--- config.mk ---
export PLATFORM = sky130hd
export DESIGN_NAME = mem_access_ctrl
export DESIGN_NICKNAME = d
export VERILOG_FILES = /design/src/rtl/mem_access_ctrl.sv
export SDC_FILE = /design/constraint.sdc
export NUM_CORES = 1
export LEC_CHECK = 0
export CAP_MARGIN = 15
export CELL_PAD_IN_SITES_DETAIL_PLACEMENT = 1
export CELL_PAD_IN_SITES_GLOBAL_PLACEMENT = 1
export CORE_ASPECT_RATIO = 1.4
export CORE_MARGIN = 1.5
export CORE_UTILIZATION = 27
export DETAILED_ROUTE_END_ITERATION = 12
export HOLD_SLACK_MARGIN = 0.12
export PLACE_DENSITY = 0.91
export SYNTH_ARGS = -nofsm -noshare
export SYNTH_HDL_FRONTEND = slang
export SYNTH_SLANG_ARGS = --single-unit
export TNS_END_PERCENT = 50
--- constraint.sdc ---
create_clock -name CLK -period 1.6 [get_ports CLK]
set_input_delay 0.16 -clock CLK [delete_from_list [all_inputs] [get_ports CLK]]
set_output_delay 0.16 -clock CLK [all_outputs]
set_load 0.05 [all_outputs]
--- src/rtl/mem_access_ctrl.sv ---
// Memory-stage access controller: one data-cache transaction per EX/MEM load/store, held until dhit.
// Optional abort-on-timeout is enabled by defining MEMSTAGE_TIMEOUT_EN.
module mem_access_ctrl #(
    parameter int WORD_W      = 32,
    parameter int TIMEOUT_CYC = 255
) (
    input  logic              CLK,
    input  logic              RST,
    input  logic              ihit,
    input  logic              flush,
    input  logic              req_ren,
    input  logic              req_wen,
    input  logic [WORD_W-1:0] req_addr,
    input  logic [WORD_W-1:0] req_wdata,
    input  logic              dhit,
    input  logic [WORD_W-1:0] dmemload,
    output logic              dmemREN,
    output logic              dmemWEN,
    output logic [WORD_W-1:0] dmemaddr,
    output logic [WORD_W-1:0] dmemstore,
    output logic [WORD_W-1:0] load,
    output logic              mem_stall,
    output logic              acc_done,
    output logic              timeout
);

    typedef enum logic [1:0] {IDLE, ACCESS, DONE} state_t;

    state_t            state, state_next;
    logic              start;
    logic              is_wr;
    logic              squash_q;
    logic              squashed;
    logic              expire;
    logic [WORD_W-1:0] addr_q, wdata_q, load_q, load_next;

    assign start    = (req_ren | req_wen) & ~flush;
    assign squashed = squash_q | flush;

`ifdef MEMSTAGE_TIMEOUT_EN
    localparam int CNT_W = $clog2(TIMEOUT_CYC + 1);

    logic [CNT_W-1:0] cnt;
    logic             timeout_q;

    // Expire on the last permitted ACCESS cycle so the request is up for exactly TIMEOUT_CYC cycles.
    assign expire  = (state == ACCESS) && !dhit && (cnt == CNT_W'(TIMEOUT_CYC - 1));
    assign timeout = timeout_q;

    always_ff @(posedge CLK) begin
        if (RST) begin
            cnt       <= '0;
            timeout_q <= 1'b0;
        end else begin
            if (state != ACCESS) cnt <= '0;
            else                 cnt <= cnt + 1'b1;
            if (expire) timeout_q <= 1'b1;
        end
    end
`else
    assign expire  = 1'b0;
    assign timeout = 1'b0;
`endif

    always_comb begin
        state_next = state;
        load_next  = load_q;
        case (state)
            IDLE: begin
                if (start) state_next = ACCESS;
            end
            ACCESS: begin
                // A squashed access still completes on the cache side but never reaches MEM/WB.
                if (dhit) begin
                    state_next = squashed ? IDLE : DONE;
                    if (!is_wr && !squashed) load_next = dmemload;
                end else if (expire) begin
                    state_next = squashed ? IDLE : DONE;
                    if (!is_wr && !squashed) load_next = WORD_W'(32'hDEADBEEF);
                end
            end
            DONE: begin
                if (ihit || flush) state_next = IDLE;
            end
            default: state_next = IDLE;
        endcase
    end

    always_ff @(posedge CLK) begin
        if (RST) begin
            state    <= IDLE;
            is_wr    <= 1'b0;
            addr_q   <= '0;
            wdata_q  <= '0;
            load_q   <= '0;
            squash_q <= 1'b0;
        end else begin
            state  <= state_next;
            load_q <= load_next;
            if (state == IDLE && start) begin
                addr_q  <= req_addr;
                wdata_q <= req_wdata;
                is_wr   <= req_wen;
            end
            if (state_next == IDLE)
                squash_q <= 1'b0;
            else if (state == ACCESS && flush)
                squash_q <= 1'b1;
        end
    end

    assign dmemREN   = (state == ACCESS) && !is_wr;
    assign dmemWEN   = (state == ACCESS) && is_wr;
    assign dmemaddr  = addr_q;
    assign dmemstore = wdata_q;
    assign load      = load_q;
    assign mem_stall = ((state == IDLE) && start) || (state == ACCESS);
    assign acc_done  = (state == DONE);

endmodule

==> impl_metrics.env <==
export IMPL_io_buffers=202
export IMPL_hold_path_depth=2
export IMPL_dieHeight_um=144
export IMPL_clock_sinks=100
export IMPL_fin_util_pct=44.9
export IMPL_fmax_mhz=648
export IMPL_core_area_mm2=0.0139
export IMPL_area_growth_synth_to_final_pct=61.6
export IMPL_root_buffer="clkbuf_16"
export IMPL_period_share_pct=96.4
export IMPL_overflow=0
export IMPL_cts_tree="yes"
export IMPL_routed_wirelength_mm=14.5
export IMPL_cts_hold_buf=0
export IMPL_path_max_fanout=7
export IMPL_drv_slew=0
export IMPL_cp_data_required_time_ns=1.44
export IMPL_io_pins=204
export IMPL_grt_max_degree=66
export IMPL_drc=0
export IMPL_start_kind="flop"
export IMPL_hold_viol_final=0
export IMPL_fin_worst_skew_ns=0.00779
export IMPL_critPathKind="flop to output port"
export IMPL_p_leak_nw=2.38
export IMPL_status="finished clean"
export IMPL_hold_class="input port to flop"
export IMPL_final_cells=835
export IMPL_clockBufferDepth=2
export IMPL_drive_gt1_share_pct=22.5
export IMPL_setup_viol=0
export IMPL_finalNetCount=748
export IMPL_min_to="dmemstore[7]"
export IMPL_power_per_cell_area_mw_per_mm2=1020
export IMPL_numPlacedInstances=818
export IMPL_avgViaCountPerCell=5.06
export IMPL_grt_antenna_before_repair=0
export IMPL_synth_cells=467
export IMPL_yosysSeqAreaShare_pct=51.8
export IMPL_antenna_cells=0
export IMPL_worst_r2r_cell_count=4
export IMPL_power_w=0.00636
export IMPL_r2r_end="dmemaddr[3]"
export IMPL_final_common_cell="buf_4"
export IMPL_gr_usage_all_layers_pct=19.1
export IMPL_final_cell_mix="buf_4 (107), clkdlybuf4s50_1 (101), dfxtp_1 (100)"
export IMPL_drtIter0Drc=107
export IMPL_fin_crit_ns=1.54
export IMPL_worstSetupEndpointType="output port"
export IMPL_fp_row_count=51
export IMPL_grt_pass1_vias=4509
export IMPL_grt_pass1_wl_mm=23.2
export IMPL_reg2reg_from="state[0]"
export IMPL_clkLatencyLatePin_ns=0.34
export IMPL_dieArea_mm2=0.0150
export IMPL_rrSetupSlack_ns=0.09
export IMPL_synth_cell_area_mm2=0.00386
export IMPL_ys_types=24
export IMPL_hold_path_startpoint="RST"
export IMPL_ys_ff_latch=100
export IMPL_rsz0062_at_grt="yes"
export IMPL_vias=4228
export IMPL_clk_pin_slew_worst_paths_ns=0.07
export IMPL_max_cap_viol_count=0
export IMPL_fin_hold_ws_ns=0.199
export IMPL_ant_nets=0
export IMPL_start_util_pct=27.8
export IMPL_dr_pass1_iters=4
export IMPL_synth_nets=570
export IMPL_cp_arrival_ns=1.38
export IMPL_hpwl_mm=10.4
export IMPL_wl_per_cell_um=17.4
export IMPL_syn_area_per_cell_um2=8.27
export IMPL_gp_congestion=0.773
export IMPL_vdd_ir_drop_worst_mv=0.490
export IMPL_yosys_warnings=0
export IMPL_cts_inserted_buffers=9
export IMPL_die_x_um=104
export IMPL_cts_htree_levels=3
critical path: stages, from the launching register on:
cell	delay [ns]
dfxtp_1	0.34
buf_4	0.17
nor2b_4	0.19
and2_1	0.19
buf_12	0.15
how the worst max path moves through the flow:
| stage | startpoint | endpoint | slack [ns] | cells after the start |
|---|---|---|---|---|
| 2_1_floorplan | state[0] | mem_stall | 0.25 | 4 |
| 3_3_place_gp | flush | dmemaddr[10] | -0.09 | 5 |
| 3_5_place_dp | flush | dmemaddr[3] | -0.12 | 5 |
| 4_1_cts | state[0] | dmemWEN | 0.005 | 4 |
| 5_1_grt | state[1] | mem_stall | -0.008 | 5 |
| 6_report | state[0] | dmemWEN | 0.06 | 4 |
flip-flops by register name (all words and copies together) (netlist names):
register / count
dmemstore: 32
state: 2
is_wr: 1
load: 32
dmemaddr: 32
squash_q: 1
power by group:
part / leakage (nW) / total, W / switching (W) / internal, W
Sequential: 0.815 / 0.00267 / 0.0000653 / 0.00261
Clock: 0.154 / 0.00226 / 0.000988 / 0.00127
Combinational: 1.41 / 0.00143 / 0.000871 / 0.000559
Total: 2.38 / 0.00636 / 0.00192 / 0.00444
Yosys cell counts:
cell type | n | area (µm²)
dfxtp_1 | 100 | 2000
a21oi_1 | 99 | 495
nand3_1 | 96 | 480
o21ai_1 | 56 | 280
o21ai_0 | 41 | 205
clkbuf_1 | 31 | 116
buf_2 | 9 | 45.0
buf_6 | 5 | 56.3
buf_1 | 4 | 15.0
buf_4 | 4 | 30.0
nor2_1 | 4 | 15.0
nand2_1 | 3 | 11.3
nand2b_1 | 2 | 12.5
nor2b_1 | 2 | 12.5
or2_2 | 2 | 12.5
a311oi_1 | 1 | 8.76
and2_1 | 1 | 6.26
conb_1 | 1 | 3.75
nand4bb_1 | 1 | 11.3
nor3_2 | 1 | 10.0
nor3b_1 | 1 | 7.51
nor4bb_1 | 1 | 10.0
o21bai_1 | 1 | 7.51
or3_1 | 1 | 6.26
cell type report:
| type | instances | area, µm² |
|---|---|---|
| clock buffers | 10 | 239 |
| clock inverters | 6 | 70.1 |
| fillers | 1673 | 7670 |
| repair buffers | 220 | 2050 |
| flip-flops and latches | 100 | 2000 |
| well taps | 185 | 231 |
| multi-input cells | 314 | 1640 |
per-stage QoR:
stage               setup TNS (ns)  setup slack, ns  cell area [µm²]
finish                           0           0.0574             6240
global route               -0.0163         -0.00831             6240
CTS                              0          0.00508             6230
detailed placement           -3.85           -0.118             5910
global placement            -0.739          -0.0937             5910
floorplan                        0            0.248             3860
cell families (layout without fill, tap and decap cells):
family | Yosys count | after routing | share of synthesized area, %
AOI/OAI and AO/OA | 198 | 198 | 25.8
buffers and inverters | 53 | 236 | 6.80
DFF | 100 | 100 | 51.8
other | 1 | 1 | 0.0971
and+or+nand+nor | 115 | 115 | 15.4
layer usage:
| metal | track usage [%] | part of all wire [%] |
|---|---|---|
| met3 | 3.74 | 4.4 |
| met2 | 37.4 | 56 |
| met5 | 0 | 0 |
| met1 | 19.9 | 38 |
| met4 | 7.46 | 2.2 |
repair_timing:
action / in CTS / in global routing
setup buffers: 1 / 0
pin swaps: 1 / 0
endpoints found under the hold margin: 0 / 0
cloned: 0 / 0
resized for setup: 2 / 3
setup endpoints to repair: 2 / 2
Note: power is estimated with default switching activity, not from simulation.
